`src/rtl/button_debouncer.sv`:
```
// Pushbutton debouncer: 2-flop synchronizer followed by a four-state qualification FSM.
// btn_out changes only after STABLE_CYCLES consecutive synchronized samples at the new level.
module button_debouncer #(
  parameter int unsigned STABLE_CYCLES = 1000000
) (
  input  logic       clk,
  input  logic       reset,
  input  logic       btn_in,
  output logic       btn_out,
  output logic [1:0] state
);

  localparam int unsigned CW = $clog2(STABLE_CYCLES + 1);
  localparam logic [CW-1:0] CNT_LAST = CW'(STABLE_CYCLES - 1);
  localparam logic [CW-1:0] CNT_ONE  = CW'(1);

  typedef enum logic [1:0] {
    LOW       = 2'd0,
    WAIT_HIGH = 2'd1,
    HIGH      = 2'd2,
    WAIT_LOW  = 2'd3
  } state_t;

  state_t        cur, nxt;
  logic [CW-1:0] cnt, cnt_nxt;
  logic          sync1, btn_s;
  logic          out_nxt;

  always_ff @(posedge clk or posedge reset) begin
    if (reset) begin
      sync1 <= 1'b0;
      btn_s <= 1'b0;
    end else begin
      sync1 <= btn_in;
      btn_s <= sync1;
    end
  end

  always_ff @(posedge clk or posedge reset) begin
    if (reset) begin
      cur     <= LOW;
      cnt     <= '0;
      btn_out <= 1'b0;
    end else begin
      cur     <= nxt;
      cnt     <= cnt_nxt;
      btn_out <= out_nxt;
    end
  end

  always_comb begin
    nxt     = cur;
    cnt_nxt = cnt;
    case (cur)
      LOW: begin
        cnt_nxt = '0;
        if (btn_s) begin
          nxt     = WAIT_HIGH;
          cnt_nxt = CNT_ONE;
        end
      end
      WAIT_HIGH: begin
        if (!btn_s) begin
          nxt     = LOW;
          cnt_nxt = '0;
        end else if (cnt == CNT_LAST) begin
          nxt     = HIGH;
          cnt_nxt = '0;
        end else begin
          cnt_nxt = cnt + CNT_ONE;
        end
      end
      HIGH: begin
        cnt_nxt = '0;
        if (!btn_s) begin
          nxt     = WAIT_LOW;
          cnt_nxt = CNT_ONE;
        end
      end
      WAIT_LOW: begin
        if (btn_s) begin
          nxt     = HIGH;
          cnt_nxt = '0;
        end else if (cnt == CNT_LAST) begin
          nxt     = LOW;
          cnt_nxt = '0;
        end else begin
          cnt_nxt = cnt + CNT_ONE;
        end
      end
      default: begin
        nxt     = LOW;
        cnt_nxt = '0;
      end
    endcase
  end

  // Output is decoded from the next state so btn_out flips on the same edge as the state.
  assign out_nxt = (nxt == HIGH) || (nxt == WAIT_LOW);
  assign state   = cur;

endmodule

```
`config.mk`:
```
export PLATFORM = sky130hd
export DESIGN_NAME = button_debouncer
export DESIGN_NICKNAME = d
export VERILOG_FILES = /design/src/rtl/button_debouncer.sv
export SDC_FILE = /design/constraint.sdc
export NUM_CORES = 1
export LEC_CHECK = 0
export BUFFER_PORTS_ARGS = -buffer_cell sky130_fd_sc_hd__buf_2
export CAP_MARGIN = 30
export CORE_UTILIZATION = 50
export CTS_BUF_LIST = sky130_fd_sc_hd__clkbuf_8 sky130_fd_sc_hd__clkbuf_16
export CTS_CLUSTER_SIZE = 28
export DETAILED_ROUTE_END_ITERATION = 12
export GPL_ROUTABILITY_DRIVEN = 0
export GPL_TIMING_DRIVEN = 0
export PLACE_DENSITY_LB_ADDON = 0.1
export SLEW_MARGIN = 25
export SYNTH_ARGS = -nofsm -noshare
export SYNTH_HDL_FRONTEND = slang
export SYNTH_SLANG_ARGS = --single-unit
```
`constraint.sdc`:
```
create_clock -name clk -period 3.1 [get_ports clk]
set_clock_uncertainty 0.1 [all_clocks]
set_input_delay 0.31 -clock clk [delete_from_list [all_inputs] [get_ports clk]]
set_output_delay 0.31 -clock clk [all_outputs]
set_load 0.05 [all_outputs]
```
**Word-level counts from Yosys, hierarchy flattened**

Index checks and enable logic that the tools add are counted.

- Add/sub/neg operators: 1
- Eq/ne operators: 6
- Mux-type cells: 13
- Reductions and logical operators: 2

Operators by type and width:

| cell | number |
|---|---|
| $pmux W20 S4 | 1 |
| $mux W20 | 3 |
| $add A20 B1 Y20 const B | 1 |
| $eq A20 B20 Y1 const B | 1 |
| $mux W2 | 6 |
| $eq A2 B2 Y1 const B | 4 |
| $pmux W2 S4 | 1 |
| $eq A2 B1 Y1 const B | 1 |
| $logic_not A2 Y1 | 1 |
| $mux W1 | 2 |
| $logic_or A1 B1 Y1 | 1 |

- Register bits: 25

**Logic depth before layout (Yosys ltp)**

- Depth in word-level cells: 6
- Depth in mapped cells: 6
- Depth with buffers taken out: 5

**Worst setup path after synthesis**

Ideal clock, no wire load.

- Path type: register to register
- From: register cnt[8]
- To: register btn_out
- Library setup time: 0.128 ns
- Arrival time: 1.889 ns
- Path slack: 0.983 ns
- Stages on the path, launching flop included: 5
- Clock period less this slack: 2.117 ns
- Cell sequence: dfrtp_1 or4b_1 or4_4 nor3_4 mux2_1

- Longest elaborated chain between the ends: 6
- Elaborated cells on any way between the ends: 9

RTL lines:

| element | RTL line | text |
|---|---|---|
| from (decl) | 25 | `logic [CW-1:0] cnt, cnt_nxt;` |
| from (signal assigned) | 46 | `cnt <= cnt_nxt;` |
| $eq A20 B20 Y1 (*) | 66, 84 |  |
| $mux W2 (on tied branches) | 84, 66 |  |
| $mux W2 (on tied branches) | 81, 63 |  |
| $pmux W2 S4 (*) | 54 | `case (cur)` |
| net nxt[1] | 24 | `state_t cur, nxt;` |
| $eq A2 B2 Y1 | 99 | `assign out_nxt = (nxt == HIGH) \|\| (nxt == WAIT_LOW);` |
| $logic_or A1 B1 Y1 (*) | 99 |  |
| to (signal assigned) | 47 | `btn_out <= out_nxt;` |
| to (decl) | 9 | `output logic btn_out,` |

Mark *: on every way through the listed nets, which the timed path passes. The rest lies on a longest branch.

**Final worst setup path**

Same ends and word-level chain as after synthesis.

==> impl_metrics.json <==
{
  "io-pin-count": 6,
  "netlist_area_sq_mm": 0.00119,
  "fillCellCount": 194,
  "dr.pass1.iters": 4,
  "maxCapViolCount": 0,
  "clockRootBuffer": "clkbuf_8",
  "coreArea_sq_mm": 0.00223,
  "die_y_um": 50.8,
  "fin_crit_sh_pct": 71.2,
  "r2r-start": "cnt[8]$_DFF_PP0_",
  "layout-drive-gt1-share_pct": 14.3,
  "worstHoldPathType": "in2reg",
  "crit_buf_inv": 0,
  "grt_use_met1_pct": 27.6,
  "totalWireLength_um": 2210,
  "insertion_delay_ns": 0.26,
  "vdd_drop_max_uv": 266,
  "use_met3_pct": 1.82,
  "synth-simple-area-share_pct": 27.3,
  "fp.dieW_um": 50.8,
  "use_met2_pct": 32.7,
  "dp_hpwl_um": 1610,
  "synthAdderAreaFrac_pct": 1.05,
  "wl_per_cell_um": 14.3,
  "cts-buffers-inserted": 3,
  "cts_tree": "yes",
  "detail_route.vias_per_cell": 5.82,
  "fin_util_pct": 58.9,
  "io_buffer_count": 5,
  "final-setup-viol-count": 0,
  "htree_levels": 1,
  "vias": 896,
  "grt_max_degree": 25,
  "hold_viol": 0,
  "synth.yosys.seq_area_share_pct": 50.5,
  "grt.busiest_layer": "met2",
  "postSynthAreaPerCell_sq_um": 10.3,
  "fmax_mhz": 453,
  "antenna_left": 0,
  "synth_warnings": 0,
  "tightest_slew_ns": 0.444,
  "crit_path_start": "cnt[8]$_DFF_PP0_",
  "setup_tns_ns": 0,
  "crit_fanout": 5,
  "worst_setup_path_start_kind": "register",
  "critPathCaptureType": "register",
  "worstPathCellList": "or4b_1 -> or4_4 -> nor3_4 -> mux2_1",
  "syn_inst": 116,
  "clock_sinks": 24,
  "syn2layout_area_growth_pct": 10.6,
  "worst-setup-path-type": "reg2reg",
  "synth_cell_type_count": 29,
  "slew_headroom_pct": 70.4,
  "dieArea_sq_mm": 0.00258,
  "power.density_mw_per_mm2": 397,
  "cts_setup_buffers": 0,
  "cts_buffer_depth": 2,
  "ys_ff_latch": 24,
  "grt_pass1_vias": 890,
  "min_period_ns": 2.21,
  "cp_data_required_time_ns": 3.14,
  "cpPeakStageDelay_ns": 0.52,
  "p_leak_uw": 0.000537,
  "status": "finished clean",
  "drc": 0,
  "diodes": 0,
  "rsz0062_at_grt": "false",
  "start_util_pct": 53.3,
  "critical_path_arrival_ns": 2.25,
  "worst_path_max_delay_cell": "or4b_1",
  "synth_xor_area_share_pct": 8.83,
  "fin_total_pwr_uw": 523,
  "slew_violations": 0,
  "num_rows": 17,
  "track_usage_pct": 20.6,
  "final_net_count": 132,
  "grt_overflow": 0,
  "synth_compound_area_share_pct": 8.52,
  "synth_top_family_by_area": "simple AND/OR/NAND/NOR gates",
  "synth_mux_area_share_pct": 0.946,
  "antenna_found_initial": 0,
  "holdCritStartpoint": "btn_in",
  "stdcell_count": 154,
  "crit_family": "simple AND/OR/NAND/NOR gates",
  "clk_pin_slew_ns": 0.08,
  "dp_cells": 149,
  "grt_first_pass_wirelength_um": 3860,
  "syn_nets": 120,
  "drt_iter0_markers": 20
}
==> cell families after synthesis <==
logic type | Yosys count
XOR/XNOR | 12
AND/OR/NAND/NOR | 56
flip-flops | 24
multiplexers | 1
AO/OA/AOI/OAI | 16
buffers and inverters | 6
adder cells (fa/ha/maj) | 1
==> area by class of cell <==
type | instances | area (sq um) | share of cell area, %
buffer | 3 | 22.5 | 1.71
clock buffer | 3 | 41.3 | 3.14
inverter | 3 | 11.3 | 0.856
multi-input combinational | 86 | 556 | 42.2
sequential | 24 | 601 | 45.6
tap | 28 | 35.0 | 2.66
timing repair buffer | 7 | 50.0 | 3.80
==> stage by stage <==
step | cell area [sq um] | hold WS, ns | worst slack [ns]
5_1_grt | 1320 | 0.0525 | 0.814
2_1_floorplan | 1190 | 0.225 | 0.983
4_1_cts | 1290 | 0.0523 | 0.876
3_5_place_dp | 1250 | 0.249 | 0.884
6_report | 1320 | 0.0608 | 0.892
3_3_place_gp | 1250 | 0.234 | 0.902
==> worst paths after layout <==
kind | to | slack, ns | depth (start not counted)
max | btn_out$_DFF_PP0_ | 0.89 | 4
max in group asynchronous | btn_s$_DFF_PP0_ | 1.96 | 4
min | sync1$_DFF_PP0_ | 0.06 | 1
min reg2reg | btn_s$_DFF_PP0_ | 0.26 | 0
min in group asynchronous | cnt[8]$_DFF_PP0_ | 0.50 | 3
max reg2reg | btn_out$_DFF_PP0_ | 0.89 | 4
==> placed cells by master (no fill, tap or decap), drive strengths merged <==
| master | count |
|---|---|
| and2 | 2 |
| inv | 3 |
| buf | 8 |
| or4 | 5 |
| nor4 | 2 |
| and2b | 1 |
| nand4 | 9 |
| ha | 1 |
| o31ai | 3 |
| mux2 | 1 |
| or4b | 2 |
| nand3 | 6 |
| o21ai | 5 |
| clkbuf | 4 |
| and3 | 2 |
| xor2 | 9 |
| or3 | 3 |
| dlygate4sd3 | 1 |
| nor3 | 1 |
| xnor2 | 3 |
| dfrtp | 24 |
| and4 | 1 |
| nor2 | 14 |
| a21oi | 7 |
| nand2 | 8 |
| a211oi | 1 |
==> where the power goes <==
| group | switching (uW) | leakage, uW | internal [uW] |
|---|---|---|---|
| clock | 90.5 | 0.0000216 | 86.8 |
| combinational | 17.4 | 0.000190 | 8.58 |
| sequential | 2.86 | 0.000326 | 316 |
| total | 111 | 0.000537 | 412 |
==> worst register-to-register path: cells and delay by family, from the launching register on <==
kind | cells | cell delay [ns]
AND/OR/NAND/NOR | 3 | 1.21
multiplexers | 1 | 0.35
flip-flops | 1 | 0.42
==> timing repair <==
action	CTS	global route
gates resized for setup	0	0
hold buffers	0	1
endpoints found under the setup margin	0	0
hold endpoints to repair	0	10
==> state kept, by name, indices dropped and copies added, names as in the netlist <==
signal	count
cnt	20
btn_out	1
state	1
btn_s	1
sync1	1
==> Yosys cell counts <==
cell / instances / share of area [%]
a21oi_1: 7 / 2.9
o21ai_0: 4 / 1.7
mux2_1: 1 / 0.95
buf_6: 1 / 0.95
xor2_1: 9 / 6.6
and3_1: 2 / 1.1
and2_1: 2 / 1.1
or3_1: 3 / 1.6
or4b_1: 1 / 0.84
a211oi_1: 1 / 0.63
o31ai_1: 3 / 1.9
o21ai_4: 1 / 1.4
buf_4: 1 / 0.63
and2b_2: 1 / 0.74
nor2_1: 14 / 4.4
or4_1: 3 / 1.9
clkbuf_1: 1 / 0.32
nand3_1: 6 / 2.5
and4_2: 1 / 0.84
nor3_4: 1 / 1.4
ha_1: 1 / 1.1
nor4_1: 2 / 1.1
or4_4: 2 / 1.9
or4b_2: 1 / 0.84
xnor2_1: 3 / 2.2
nand2_1: 8 / 2.5
inv_1: 3 / 0.95
nand4_1: 9 / 4.7
dfrtp_1: 24 / 50
==> routing by layer <==
layer  up-vias  wire (um)  share of wire [%]
met5         -          0                  0
met4         0         36                1.6
met3         4         54                2.4
met2        17       1060                 48
met1       435       1060                 48
li1        440          -                  -
Power figures use the tool's default switching activity.
